## config.mk

```make
export PLATFORM = sky130hd
export DESIGN_NAME = touch_line_drawer
export DESIGN_NICKNAME = d
export VERILOG_FILES = /design/src/rtl/tft_pkg.sv /design/src/rtl/bresenham_step.sv /design/src/rtl/touch_line_drawer.sv
export SDC_FILE = /design/constraint.sdc
export NUM_CORES = 1
export LEC_CHECK = 0
export CORE_ASPECT_RATIO = 1.75
export CORE_MARGIN = 1.5
export CORE_UTILIZATION = 63
export DETAILED_ROUTE_END_ITERATION = 10
export PLACE_DENSITY = 0.86
export SETUP_SLACK_MARGIN = 0.05
export SLEW_MARGIN = 25
export SYNTH_ARGS = -nofsm -noshare
export SYNTH_HDL_FRONTEND = slang
export SYNTH_SLANG_ARGS = --single-unit
```

## constraint.sdc

```tcl
create_clock -name cclk -period 7.1 [get_ports cclk]
set_clock_uncertainty 0.1 [all_clocks]
set_input_delay 1.065 -clock cclk [delete_from_list [all_inputs] [get_ports cclk]]
set_output_delay 1.065 -clock cclk [all_outputs]
set_load 0.02 [all_outputs]
```

## src/rtl/tft_pkg.sv

```systemverilog
// ============================================================================
// Module      : tft_pkg
// Description : Shared TFT geometry, colour width and line-drawer state enum.
// Revision    : 1.0 - initial release
// ============================================================================
`default_nettype none

package tft_pkg;

    localparam int X_RES   = 480;
    localparam int Y_RES   = 272;
    localparam int X_W     = 9;
    localparam int Y_W     = 9;
    localparam int COLOR_W = 9;

    typedef enum logic [1:0] {
        IDLE  = 2'd0,
        SETUP = 2'd1,
        DRAW  = 2'd2
    } draw_state_t;

    function automatic logic signed [10:0] to_s11(input logic [8:0] v);
        return $signed({2'b00, v});
    endfunction

    function automatic logic signed [10:0] abs11(input logic signed [10:0] v);
        return (v < 0) ? -v : v;
    endfunction

endpackage

`default_nettype wire

```

## src/rtl/bresenham_step.sv

```systemverilog
// ============================================================================
// Module      : bresenham_step
// Description : Combinational next-(cx, cy, err) calculator for one pixel step.
// Revision    : 1.0 - initial release
// ============================================================================
`default_nettype none

module bresenham_step
    import tft_pkg::*;
(
    input  logic signed [10:0] cx,
    input  logic signed [10:0] cy,
    input  logic signed [10:0] err,
    input  logic signed [10:0] dx,
    input  logic signed [10:0] dy,
    input  logic signed [10:0] sx,
    input  logic signed [10:0] sy,
    output logic signed [10:0] nx,
    output logic signed [10:0] ny,
    output logic signed [10:0] nerr
);

    // e2 carries one extra bit so 2*err never wraps
    logic signed [11:0] w_e2;

    always_comb begin
        w_e2 = {err, 1'b0};
        nx   = cx;
        ny   = cy;
        nerr = err;
        if (w_e2 >= 12'(dy)) begin
            nerr = nerr + dy;
            nx   = cx + sx;
        end
        if (w_e2 <= 12'(dx)) begin
            nerr = nerr + dx;
            ny   = cy + sy;
        end
    end

endmodule

`default_nettype wire

```

## src/rtl/touch_line_drawer.sv

```systemverilog
// ============================================================================
// Module      : touch_line_drawer
// Description : Turns touch samples into Bresenham line segments, one VRAM
//               pixel write per clock. TOUCH_LINE_JITTER_FILTER_EN drops
//               samples within Manhattan distance 1 of the previous endpoint.
// Revision    : 1.0 - initial release
// ============================================================================
`default_nettype none

module touch_line_drawer
    import tft_pkg::*;
#(
    parameter int X_MAX   = tft_pkg::X_RES - 1,
    parameter int Y_MAX   = tft_pkg::Y_RES - 1,
    parameter int COLOR_W = tft_pkg::COLOR_W
) (
    input  logic               cclk,
    input  logic               rst,
    input  logic               touch_valid,
    input  logic [8:0]         touch_x,
    input  logic [8:0]         touch_y,
    input  logic               pen_down,
    input  logic [COLOR_W-1:0] color_in,
    input  logic               clear_busy,
    output logic               ready,
    output logic               wr_ena,
    output logic [8:0]         wr_x,
    output logic [8:0]         wr_y,
    output logic [COLOR_W-1:0] wr_data
);

    localparam logic [8:0] X_LIM = 9'(X_MAX);
    localparam logic [8:0] Y_LIM = 9'(Y_MAX);

    draw_state_t state_q, state_d;
    logic        have_prev_q, have_prev_d;
    logic [8:0]  x0_q, x0_d, y0_q, y0_d, x1_q, x1_d, y1_q, y1_d;
    logic [COLOR_W-1:0] color_q, color_d;
    logic signed [10:0] cx_q, cx_d, cy_q, cy_d, err_q, err_d;
    logic signed [10:0] dx_q, dx_d, dy_q, dy_d, sx_q, sx_d, sy_q, sy_d;
    logic        wr_ena_q, wr_ena_d;
    logic [8:0]  wr_x_q, wr_x_d, wr_y_q, wr_y_d;
    logic [COLOR_W-1:0] wr_data_q, wr_data_d;

    logic [8:0]         w_clx, w_cly;
    logic               w_jitter;
    logic signed [10:0] w_nx, w_ny, w_nerr, w_dx, w_dy;

    assign w_clx = (touch_x > X_LIM) ? X_LIM : touch_x;
    assign w_cly = (touch_y > Y_LIM) ? Y_LIM : touch_y;

`ifdef TOUCH_LINE_JITTER_FILTER_EN
    logic signed [10:0] w_dist;
    assign w_dist   = abs11(to_s11(w_clx) - to_s11(x0_q))
                    + abs11(to_s11(w_cly) - to_s11(y0_q));
    assign w_jitter = have_prev_q && (w_dist <= 11'sd1);
`else
    assign w_jitter = 1'b0;
`endif

    assign w_dx  = abs11(to_s11(x1_q) - to_s11(x0_q));
    assign w_dy  = -abs11(to_s11(y1_q) - to_s11(y0_q));
    assign ready = (state_q == IDLE) && !clear_busy;

    bresenham_step u_step (
        .cx   (cx_q),
        .cy   (cy_q),
        .err  (err_q),
        .dx   (dx_q),
        .dy   (dy_q),
        .sx   (sx_q),
        .sy   (sy_q),
        .nx   (w_nx),
        .ny   (w_ny),
        .nerr (w_nerr)
    );

    always_comb begin
        state_d     = state_q;
        have_prev_d = have_prev_q;
        x0_d = x0_q;  y0_d = y0_q;
        x1_d = x1_q;  y1_d = y1_q;
        color_d = color_q;
        cx_d = cx_q;  cy_d = cy_q;  err_d = err_q;
        dx_d = dx_q;  dy_d = dy_q;  sx_d = sx_q;  sy_d = sy_q;
        wr_ena_d  = 1'b0;
        wr_x_d    = wr_x_q;
        wr_y_d    = wr_y_q;
        wr_data_d = wr_data_q;

        case (state_q)
            IDLE: begin
                if (!pen_down) begin
                    have_prev_d = 1'b0;
                end else if (touch_valid && ready && !w_jitter) begin
                    x1_d    = w_clx;
                    y1_d    = w_cly;
                    color_d = color_in;
                    // Without a previous endpoint the segment degenerates to a dot
                    if (!have_prev_q) begin
                        x0_d = w_clx;
                        y0_d = w_cly;
                    end
                    state_d = SETUP;
                end
            end
            SETUP: begin
                if (clear_busy) begin
                    have_prev_d = 1'b0;
                    state_d     = IDLE;
                end else begin
                    dx_d    = w_dx;
                    dy_d    = w_dy;
                    err_d   = w_dx + w_dy;
                    sx_d    = (x1_q >= x0_q) ? 11'sd1 : -11'sd1;
                    sy_d    = (y1_q >= y0_q) ? 11'sd1 : -11'sd1;
                    cx_d    = to_s11(x0_q);
                    cy_d    = to_s11(y0_q);
                    state_d = DRAW;
                end
            end
            DRAW: begin
                if (clear_busy) begin
                    have_prev_d = 1'b0;
                    state_d     = IDLE;
                end else begin
                    wr_ena_d  = 1'b1;
                    wr_x_d    = cx_q[8:0];
                    wr_y_d    = cy_q[8:0];
                    wr_data_d = color_q;
                    if (cx_q == to_s11(x1_q) && cy_q == to_s11(y1_q)) begin
                        x0_d        = x1_q;
                        y0_d        = y1_q;
                        have_prev_d = 1'b1;
                        state_d     = IDLE;
                    end else begin
                        cx_d  = w_nx;
                        cy_d  = w_ny;
                        err_d = w_nerr;
                    end
                end
            end
            default: state_d = IDLE;
        endcase
    end

    always_ff @(posedge cclk or posedge rst) begin
        if (rst) begin
            state_q     <= IDLE;
            have_prev_q <= 1'b0;
            x0_q <= '0;  y0_q <= '0;  x1_q <= '0;  y1_q <= '0;
            color_q <= '0;
            cx_q <= '0;  cy_q <= '0;  err_q <= '0;
            dx_q <= '0;  dy_q <= '0;  sx_q <= '0;  sy_q <= '0;
            wr_ena_q  <= 1'b0;
            wr_x_q    <= '0;
            wr_y_q    <= '0;
            wr_data_q <= '0;
        end else begin
            state_q     <= state_d;
            have_prev_q <= have_prev_d;
            x0_q <= x0_d;  y0_q <= y0_d;  x1_q <= x1_d;  y1_q <= y1_d;
            color_q <= color_d;
            cx_q <= cx_d;  cy_q <= cy_d;  err_q <= err_d;
            dx_q <= dx_d;  dy_q <= dy_d;  sx_q <= sx_d;  sy_q <= sy_d;
            wr_ena_q  <= wr_ena_d;
            wr_x_q    <= wr_x_d;
            wr_y_q    <= wr_y_d;
            wr_data_q <= wr_data_d;
        end
    end

    assign wr_ena  = wr_ena_q;
    assign wr_x    = wr_x_q;
    assign wr_y    = wr_y_q;
    assign wr_data = wr_data_q;

endmodule

`default_nettype wire

```

==> After elaboration in Yosys (flattened, before gate mapping) <==
Cells that the tools add are included.
{ "totals": {"word_cells": 117, "regBits": 153, "output_inout_bits": 29, "inputBits": 32} }
{ "classes": {"bitwise_logic": 1, "addsub": 10, "n_mux": 47, "eq_ne": 16, "reduce_logical": 17, "magnitude_cmp": 8} }
{ "op_table": {"columns": ["cell", "n"], "rows": [
  ["11-bit 2-to-1 mux", 17],
  ["9-bit 2-to-1 mux", 12],
  ["11-bit case mux with 2 select lines", 3],
  ["11-bit adder", 5],
  ["9-bit case mux with 2 select lines", 2],
  ["11-bit by 10-bit == test with 1-bit output", 2],
  ["10-bit negator with 11-bit output", 2],
  ["10-bit by 1-bit < comparator with 1-bit output, second input constant", 2],
  ["9-bit by 9-bit subtractor with 10-bit output", 2],
  ["9-bit >= comparator", 2],
  ["9-bit > comparator, second input constant", 2],
  ["2-bit != test, second input constant", 8],
  ["12-bit by 11-bit >= comparator with 1-bit output", 1],
  ["12-bit by 11-bit <= comparator with 1-bit output", 1],
  ["11-bit negator", 1],
  ["2-bit 2-to-1 mux", 5],
  ["5-bit AND reduction", 2],
  ["4-bit AND reduction", 2],
  ["1-bit 2-to-1 mux", 6],
  ["2-bit by 1-bit != test with 1-bit output, second input constant", 3],
  ["2-bit case mux with 3 select lines", 1],
  ["3-bit AND reduction", 2],
  ["6-bit AND reduction", 1],
  ["2-bit AND reduction", 2],
  ["other kinds (10)", 13]
]} }

==> Depth between registers and ports, before layout <==
{ "logic_depth": {"ltp_word": 7, "ltp_mapped": 23, "mapped_depth_nobuf": 22} }

==> By module <==
From an unflattened synthesis, not the netlist that was laid out.
{ "hier_totals": {"hier_cells": 1200, "hier_area_um2": 10386.2} }
{ "by_module_without_submodules": {"columns": ["mod", "cells_per_inst", "seq_area_each_um2", "area_each_um2", "instances"], "rows": [
  ["touch_line_drawer", 843, 3353.2, 7673.6, 1],
  ["bresenham_step", 357, 0.0, 2712.6, 1]
]} }

==> Least setup slack after synthesis <==
Ideal clock, no wire load.
{ "synth_timing": {"path_kind": "reg2reg", "from": "register y1_q[0]", "to": "register err_q[10]", "path_buffers": 1, "synth_period_minus_slack_ns": 4.880, "stages_incl_launch_ff": 21, "arrival_ns": 4.660, "setup_time_ns": 0.120, "required_time_ns": 6.880, "slack_ns": 2.220, "path_cell_list": "dfrtp_1 inv_1 ha_1 inv_1 fa_1 a211o_1 a21o_1 o2bb2ai_2 or2_1 buf_2 o21a_1 o211a_1 o21bai_1 o22ai_1 a222oi_1 inv_1 ha_1 or4b_2 mux2_4 a211o_1 and3b_1"} }
{ "synth_between": {"elab_chain_cells": 7, "word_cells_on_any_way": 12, "classes_between": "add/sub: 4; order compare: 1; eq/ne: 2; mux: 3; reduce/logical: 2"} }
{ "synth_lines": {"columns": ["item", "line_no", "rtl"], "rows": [
  ["start: declaration", "touch_line_drawer.sv:37", "logic [8:0] x0_q, x0_d, y0_q, y0_d, x1_q, x1_d, y1_q, y1_d;"],
  ["start signal: assignment", "touch_line_drawer.sv:151", "x0_q <= '0; y0_q <= '0; x1_q <= '0; y1_q <= '0;"],
  ["start signal: assignment", "touch_line_drawer.sv:162", "x0_q <= x0_d; y0_q <= y0_d; x1_q <= x1_d; y1_q <= y1_d;"],
  ["9-bit by 9-bit subtractor with 10-bit output *", "touch_line_drawer.sv:62", "assign w_dy = -abs11(to_s11(y1_q) - to_s11(y0_q));"],
  ["10-bit negator with 11-bit output / 10-bit by 1-bit < comparator with 1-bit output (equally long branches)", "tft_pkg.sv:27", "return (v < 0) ? -v : v;"],
  ["11-bit 2-to-1 mux *", "tft_pkg.sv:27", null],
  ["11-bit negator *", "touch_line_drawer.sv:62", null],
  ["via w_dy[9]", "touch_line_drawer.sv:47", "logic signed [10:0] w_nx, w_ny, w_nerr, w_dx, w_dy;"],
  ["11-bit adder *", "touch_line_drawer.sv:114", "err_d = w_dx + w_dy;"],
  ["11-bit 2-to-1 mux *", "touch_line_drawer.sv:108", "if (clear_busy) begin"],
  ["11-bit case mux with 2 select lines *", "touch_line_drawer.sv:91", "case (state_q)"],
  ["end signal: assignment", "touch_line_drawer.sv:153", "cx_q <= '0; cy_q <= '0; err_q <= '0;"],
  ["end signal: assignment", "touch_line_drawer.sv:164", "cx_q <= cx_d; cy_q <= cy_d; err_q <= err_d;"],
  ["end: declaration", "touch_line_drawer.sv:39", "logic signed [10:0] cx_q, cx_d, cy_q, cy_d, err_q, err_d;"]
]} }
The timed path passes the listed nets; every way through them passes the cells marked *. The select of a mux whose other input is x is not followed.
A chain may end at the register's enable or synchronous reset.

==> Final worst setup path <==
{ "layout_timing": {"from": "register y1_q[2]", "to": "register err_q[10]"} }
Same word-level chain as after synthesis.

==> flow_summary.toml <==
[grt]
antenna_found_initial = 0
met1_usage_pct = 33.2
grt_pass1_wl_um = 42700
grt_pass1_vias = 8886
grt-ovfl-total = 0
grt_busiest_layer = "met2"
met2_usage_pct = 59.9
use_met3_pct = 5.12
gr-usage-all-layers_pct = 32.5
grt_max_degree = 72

[clock_tree]
clk_path_buf_depth = 2
root_buffer = "clkbuf_16"
cts_tree = "done"
insertion_delay_ps = 430
cts_buffers = 17
cts.sinks = 134
h-tree-depth = 4
cts_resized = 0
post_cts_buffers = 0
cts-hold-fix-buffers = 0
clk_pin_slew_ps = 70

[sta]
finalSetupViolCount = 0
setup_ws_ps = 1690
finalHoldViolCount = 0
fin_crit_sh_pct = 76.2
worst_slew_pin_slew_ps = 940
rsz0062_at_grt = "false"
slew_headroom_pct = 36.7
holdWs_ps = 371
setup_tns_ps = 0
post-route-min-period_ps = 5410
timing.fmax_mhz = 185
final_max_slew_viol_count = 0

[critical_path]
worstSetupPathType = "reg2reg"
cp_max_fo = 19
worstPathRequired_ps = 7310
worstPathArrival_ps = 5630
cp-start-kind = "register"
worstSetupEndpointType = "register"
reg2reg_depth = 17

[pwr]
finalPower_w = 0.00654
peakVddDrop_v = 0.000297
p_leak_nw = 5.16
cellPowerDensity_mw_per_mm2 = 582

[route]
drt_iter0_markers = 522
routed_wl_um = 26100
drc = 0
ant_nets = 0
dr.pass1.iters = 5
vias = 8602
wire_per_inst_um = 19.0
viasPerCell = 6.26

[layout]
drive_gt1_share_pct = 8.42
fillers = 1078
finalNetCount = 1307
area_delta_synth_final_pct = 13.6
instances_no_fill = 1374
diodes = 0

[floorplanning]
rows = 60
io_pins = 61
dieArea_mm2 = 0.0165
dieWidth_um = 97.7
die_y_um = 169
start_util_pct = 64.3
core_mm2 = 0.0154

[logic_synthesis]
yosysWarnings = 0
synth_area_mm2 = 0.00989
ys_types = 80
synth_area_leader_cell = "dfrtp_1"
post-synth-top-area-fraction_pct = 33.9
yosysMostFrequentCell = "dfrtp_1"
synthTopCellsByArea = "dfrtp_1, ha_1, nand2_1"
synth_seq_cells = 134
netlist_top_cells_count = "dfrtp_1, nand2_1, a21oi_1, ha_1, o21ai_0"
yosysSeqAreaShare_pct = 33.9
async_reset_ff_share_pct = 100
synthCells = 1129
syn-num-nets = 1261
synth-main-ff-cell = "dfrtp_1"
synth-edff-count = 0
synth_area_per_cell_um2 = 8.76

[place]
port_buffers = 60
dp_slack_ps = 1770
gp_congestion = 0.935
hpwl_um = 19500
placed_cells = 1342

[worst_hold_path]
hold_path.class = "reg2reg"
min_delay_path_depth = 2

[status]
outcome = "completed"

[run]
maxCapViolations = 0
-- where the power goes --
| group | total, W | internal, W | leakage [nW] | switching [W] |
|---|---|---|---|---|
| Sequential | 0.00130 | 0.00103 | 1.63 | 0.000274 |
| Combinational | 0.00434 | 0.00195 | 3.25 | 0.00240 |
| Clock | 0.000900 | 0.000499 | 0.285 | 0.000400 |
-- layout by cell type (no fill, tap or decap), types with 8 or more instances in the layout --
cell / count
clkdlybuf4s50_1: 60
a211oi_1: 9
inv_1: 86
clkbuf_16: 17
nand3b_1: 8
ha_1: 93
buf_4: 11
nand2b_1: 11
a21o_1: 14
xnor2_1: 54
xor2_1: 24
nor2_1: 68
mux2_2: 38
mux2i_1: 13
a21oi_1: 95
nand3_1: 13
nand2_1: 132
o21bai_1: 14
o21a_1: 15
o21ai_0: 91
nor3_1: 26
dfrtp_1: 134
nor2b_1: 14
-- critical path: stages, from the launching register on --
cell	delay, ps
dfrtp_1	420
ha_1	390
a21oi_2	250
o221ai_1	230
a221oi_4	770
o21ai_0	270
a32oi_1	410
a21oi_1	120
o22ai_1	170
xnor2_1	110
ha_1	350
inv_1	60
o21bai_1	190
a21oi_1	90
or4b_2	660
mux2_4	290
a211o_1	260
and3b_1	160
-- final timing paths --
check / start / endpoint / slack, ps
max in group asynchronous: rst / y1_q[0]$_DFFE_PP0P_ / 4580
worst min register to register: color_q[7]$_DFFE_PP0P_ / color_q[7]$_DFFE_PP0P_ / 370
worst max-delay path: y1_q[2]$_DFFE_PP0P_ / err_q[10]$_DFFE_PP0P_ / 1690
worst max register to register: y1_q[2]$_DFFE_PP0P_ / err_q[10]$_DFFE_PP0P_ / 1690
min in group asynchronous: rst / x0_q[1]$_DFFE_PP0P_ / 1000
worst min-delay path: color_q[7]$_DFFE_PP0P_ / color_q[7]$_DFFE_PP0P_ / 370
-- through the flow --
step	utilization, %	instance area [µm²]
floorplan	-	9890
global placement	69.2	10700
detailed placement	69.2	10700
CTS	73.0	11200
global route	73.0	11200
finish	73.0	11200
-- per-layer routing --
layer	routed length, µm	share of wire (%)	vias to the layer above
li1	-	-	4074
met1	9350	36	4102
met5	0	0	-
met3	1260	4.8	110
met2	13700	53	316
met4	1790	6.8	0
-- flip-flops by register name, indices dropped and copies added (netlist names), 9 cells and up --
| name | cells |
|---|---|
| err_q | 11 |
| y1_q | 9 |
| x1_q | 9 |
| wr_x | 9 |
| dy_q | 11 |
| wr_y | 9 |
| wr_data | 9 |
| color_q | 9 |
| x0_q | 9 |
| y0_q | 9 |
| cy_q | 11 |
| dx_q | 11 |
| cx_q | 11 |
-- cell type report --
class	instances	area [µm²]	share of cell area, %
Multi-Input combinational cell	863	6050	53.8
Clock buffer	17	425	3.78
Tap cell	186	233	2.07
Inverter	88	335	2.98
Timing Repair Buffer	71	683	6.08
Clock inverter	15	164	1.46
Sequential cell	134	3350	29.8
-- cell families after synthesis --
| logic type | Yosys count | share of synthesized area [%] |
|---|---|---|
| simple gates | 320 | 15.2 |
| compound gates | 313 | 19.9 |
| flops | 134 | 33.9 |
| buf+inv | 132 | 5.08 |
| fa+ha+maj | 100 | 13.2 |
| xor+xnor | 78 | 6.90 |
| mux | 52 | 5.79 |
Power figures use the tool's default switching activity.
